--- src/rtl/csa_pipe_add32.sv ---
// rtl/csa_pipe_add32.sv - two-stage pipelined carry-skip adder with valid/ready handshakes
// Stage 1 adds the low LO_W bits; stage 2 adds the high bits using the registered low carry.
module csa_pipe_add32 #(
  parameter int WIDTH = 32,
  parameter int LO_W  = 16,
  parameter int BLOCK = 4
) (
  input  logic             clk,
  input  logic             rst,
  input  logic             in_valid,
  output logic             in_ready,
  input  logic [WIDTH-1:0] a,
  input  logic [WIDTH-1:0] b,
  input  logic             cin,
  output logic             out_valid,
  input  logic             out_ready,
  output logic [WIDTH-1:0] sum,
  output logic             cout,
  output logic             ovf
);
  localparam int NG    = WIDTH / BLOCK;
  localparam int NG_LO = LO_W / BLOCK;
  localparam int HI_W  = WIDTH - LO_W;

  logic             r_v1;
  logic [LO_W-1:0]  r_lo_sum;
  logic             r_c_lo;
  logic [HI_W-1:0]  r_a_hi;
  logic [HI_W-1:0]  r_b_hi;
  logic             r_v2;
  logic [WIDTH-1:0] r_sum;
  logic             r_cout;
  logic             r_ovf;

  logic             w_adv1;
  logic             w_adv2;
  logic             w_load1;
  logic [WIDTH-1:0] w_op_a;
  logic [WIDTH-1:0] w_op_b;
  logic [WIDTH-1:0] w_sum_all;
  logic             w_c;
  logic             w_gcin;
  logic             w_p;
  logic             w_c_lo;
  logic             w_c_msb;

  assign w_adv2    = ~r_v2 | out_ready;
  assign w_adv1    = ~r_v1 | w_adv2;
  assign w_load1   = in_valid & w_adv1;
  assign in_ready  = w_adv1;
  assign out_valid = r_v2;
  assign sum       = r_sum;
  assign cout      = r_cout;
  assign ovf       = r_ovf;

  // Low groups see live operands; high groups see the stage-1 registered operands.
  assign w_op_a = {r_a_hi, a[LO_W-1:0]};
  assign w_op_b = {r_b_hi, b[LO_W-1:0]};

  always_comb begin
    w_sum_all = '0;
    w_c       = cin;
    w_gcin    = 1'b0;
    w_p       = 1'b0;
    w_c_lo    = 1'b0;
    w_c_msb   = 1'b0;
    for (int g = 0; g < NG; g++) begin
      // The chain breaks at the stage boundary: high groups start from the registered carry.
      if (g == NG_LO) begin
        w_c_lo = w_c;
        w_c    = r_c_lo;
      end
      w_gcin = w_c;
      w_p    = 1'b1;
      for (int j = 0; j < BLOCK; j++) begin
        w_sum_all[g*BLOCK+j] = w_op_a[g*BLOCK+j] ^ w_op_b[g*BLOCK+j] ^ w_c;
        if (g*BLOCK+j == WIDTH-1) w_c_msb = w_c;
        w_p = w_p & (w_op_a[g*BLOCK+j] ^ w_op_b[g*BLOCK+j]);
        w_c = (w_op_a[g*BLOCK+j] & w_op_b[g*BLOCK+j]) |
              (w_c & (w_op_a[g*BLOCK+j] ^ w_op_b[g*BLOCK+j]));
      end
      if (w_p) w_c = w_gcin;
    end
  end

  always_ff @(posedge clk or posedge rst) begin
    if (rst) begin
      r_v1     <= 1'b0;
      r_lo_sum <= '0;
      r_c_lo   <= 1'b0;
      r_a_hi   <= '0;
      r_b_hi   <= '0;
      r_v2     <= 1'b0;
      r_sum    <= '0;
      r_cout   <= 1'b0;
      r_ovf    <= 1'b0;
    end else begin
      if (w_load1) begin
        r_v1     <= 1'b1;
        r_lo_sum <= w_sum_all[LO_W-1:0];
        r_c_lo   <= w_c_lo;
        r_a_hi   <= a[WIDTH-1:LO_W];
        r_b_hi   <= b[WIDTH-1:LO_W];
      end else if (w_adv1) begin
        r_v1 <= 1'b0;
      end
      if (w_adv2) begin
        r_v2   <= r_v1;
        r_sum  <= {w_sum_all[WIDTH-1:LO_W], r_lo_sum};
        r_cout <= w_c;
        r_ovf  <= w_c_msb ^ w_c;
      end
    end
  end
endmodule

--- config.mk ---
export PLATFORM = sky130hd
export DESIGN_NAME = csa_pipe_add32
export DESIGN_NICKNAME = d
export VERILOG_FILES = /design/src/rtl/csa_pipe_add32.sv
export SDC_FILE = /design/constraint.sdc
export NUM_CORES = 1
export LEC_CHECK = 0
export CAP_MARGIN = 40
export CORE_ASPECT_RATIO = 0.75
export CORE_MARGIN = 5
export CORE_UTILIZATION = 56
export CTS_BUF_LIST = sky130_fd_sc_hd__clkbuf_8
export DETAILED_ROUTE_END_ITERATION = 10
export PLACE_DENSITY = 0.95
export SLEW_MARGIN = 30
export SYNTH_ARGS = -nofsm -noshare
export SYNTH_HDL_FRONTEND = slang
export SYNTH_SLANG_ARGS = --single-unit
--- constraint.sdc ---
create_clock -name clk -period 16.35 [get_ports clk]
set_input_delay 4.0875 -clock clk [delete_from_list [all_inputs] [get_ports clk]]
set_output_delay 4.0875 -clock clk [all_outputs]
set_load 0.1 [all_outputs]
==> out/metrics.yaml <==
cts:
  htree_levels: 3
  numCtsBuffers: 9
  ctsResizeCount: 0
  clk_latency_ns: 0.35
  hold_buffers: 0
  clkTransAtPathRegs_ns: 0.09
  cts_setup_buffers: 0
  root_buffer: "clkbuf_8"
  clock_path_buffers: 2
  numClockSinks: 85
  cts_tree: "done"
finish:
  layout-drive-gt1-share: 0.213
  fillers: 443
  nets: 635
  insertedDiodeCount: 0
  finalNonFillerCells: 612
  syn_to_final_growth_pct: 45.1
timing:
  finalHoldViolations: 0
  setup_violations: 0
  fin_crit_sh: 0.708
  max_freq_ghz: 0.0864
  fin_setup_tns_ns: 0
  drv_slew: 0
  fin_ws_ns: 4.77
  finClkSkew_ns: 0.0113
  tightestPinTransition_ns: 0.695
  period_minus_slack_ns: 11.58
  rsz0062_at_grt: "false"
  slew_headroom: 0.536
drt:
  wirelength_um: 10200
  antenna_left: 0
  viasPerCell: 5.08
  detail_route.wl_per_cell_um: 16.7
  drc_errors: 0
  first_pass_iters: 4
  drtIter0Drc: 126
  vias: 3111
logic_synthesis:
  postSynthCellCount: 360
  ys_async_sr_fraction: 1.00
  synth_top_cell_by_area: "dfrtp_1"
  ys_seq_area_frac: 0.479
  synthesis.area_sq_um: 4440
  synth-seq-cells: 85
  synthesis.nets: 493
  synth_cell_types: 28
  netlist_top_cells_count: "nand2_1 (96), dfrtp_1 (85), mux2_2 (47)"
  synth_edf_count: 0
  syn_area_per_cell_sq_um: 12.3
  synthTopCellsByArea: "dfrtp_1 (48%), fa_1 (14%), mux2_2 (12%), ha_1 (9.0%), nand2_1 (8.1%)"
  synth_top_area_frac: 0.479
  yosysWarnings: 0
  synth.most_common_cell: "nand2_1"
  synth_ff_type: "dfrtp_1"
die:
  die_y_um: 87.1
  dieArea_sq_um: 9820
  start_util: 0.568
  die_x_um: 113
  pin_count: 105
  core_sq_um: 7810
  row_count: 28
worst_setup_path:
  cp-start-kind: "input pin"
  crit_fanout: 3
  worst_setup_path_end_kind: "register"
  rrSetupSlack_ns: 8.31
  crit_type: "input pin to register"
  required_ns: 16.61
  cp.arrival_ns: 11.84
worst_hold_path:
  min_path_type: "register to register"
global_routing:
  grt_max_degree: 86
  grt_pass1_wl_um: 17400
  grt-ovfl-total: 0
  antenna_found_initial: 0
  grt_pass1_vias: 3608
  grt_util_all_layers: 0.229
flow_run:
  drv_cap: 0
placed_design:
  io_buffers: 104
  pre_cts_slack_ns: 4.41
  dpl.hpwl_um: 7960
  place_inst: 595
  place.gp.congestion: 0.765
power:
  peakVddDrop_v: 0.000131
  p_per_area_nw_per_um2: 165
  leakage_nw: 2.96
run_status:
  status: "complete, no violations"
-- worst paths after layout --
check,from,end,cells after the start
max in group asynchronous,rst,r_lo_sum[9],4
worst min-delay path,sum[13],sum[13],2
worst max register to register,r_c_lo,ovf,28
worst max-delay path,a[0],r_lo_sum[15],24
min in group asynchronous,rst,sum[13],3
worst min register to register,sum[13],sum[13],2
-- flip-flops by register name, indices dropped and copies added (netlist names) --
signal / count
cout: 1
r_b_hi: 16
r_c_lo: 1
r_lo_sum: 16
out_valid: 1
r_a_hi: 16
sum: 32
ovf: 1
r_v1: 1
-- where the power goes --
group          switching, mW  internal [mW]  leakage [nW]
Combinational          0.364          0.231          1.85
Sequential            0.0383          0.266          1.00
Clock                 0.0731         0.0899         0.110
Total                  0.475          0.587          2.96
-- routing by layer --
layer,global-route usage,vias to the layer above,part of all wire
li1,-,1444,-
met4,0.0862,0,0.022
met5,0,-,0
met2,0.432,85,0.55
met1,0.256,1563,0.38
met3,0.0472,19,0.043
-- worst max-delay path, cell delays in order --
cell,delay [ns]
clkdlybuf4s50_1,0.46
fa_1,0.45
fa_1,0.40
fa_1,0.39
fa_1,0.38
mux2_4,0.28
fa_1,0.39
fa_1,0.41
fa_1,0.41
fa_1,0.37
mux2_4,0.30
fa_1,0.40
fa_1,0.40
fa_1,0.37
inv_1,0.08
fa_1,0.18
nor2_1,0.06
a21o_2,0.22
fa_1,0.39
fa_1,0.39
fa_1,0.37
inv_1,0.07
fa_1,0.40
o21ai_0,0.17
-- cell families (layout without fill, tap and decap cells) --
kind of cell | Yosys count | after routing | share of synthesized area
simple gates | 119 | 119 | 0.110
mux | 49 | 49 | 0.126
buf+inv | 27 | 174 | 0.0262
fa+ha+maj | 64 | 64 | 0.235
flops | 85 | 85 | 0.479
compound gates | 16 | 16 | 0.0240
-- cells in the final DEF (no fill, tap or decap), types with 2 or more instances in the layout --
master           count
nor3_1               2
clkdlybuf4s50_1    104
bufinv_16            2
ha_1                32
nand2_1             95
clkinvlp_4           2
clkbuf_8            10
nor2_1               7
dfrtp_1             85
nand2b_1             3
inv_1               14
mux2_2              47
buf_4                2
nand4_1              7
mux2_4               2
a21oi_1              4
fa_1                32
buf_8               31
o21ai_0              4
buf_16               6
-- layout make-up --
type | count | area, sq um | share of cell area
Multi-Input combinational cell | 248 | 2200 | 0.342
Sequential cell | 85 | 2130 | 0.330
Timing Repair Buffer | 144 | 1700 | 0.264
Clock buffer | 10 | 138 | 0.0214
Tap cell | 105 | 131 | 0.0204
Clock inverter | 6 | 87.6 | 0.0136
Inverter | 14 | 53.8 | 0.00836
-- metrics by stage --
stage	utilization	power (mW)	area [sq um]	hold WS (ns)
after floorplan	-	0.648	4440	0.435
after global placement	0.713	0.762	5570	0.444
after detailed placement	0.792	0.906	6190	0.456
after CTS	0.821	1.07	6410	0.474
after global routing	0.824	1.12	6440	0.489
final	0.824	1.06	6440	0.469
Power figures use the tool's default switching activity.
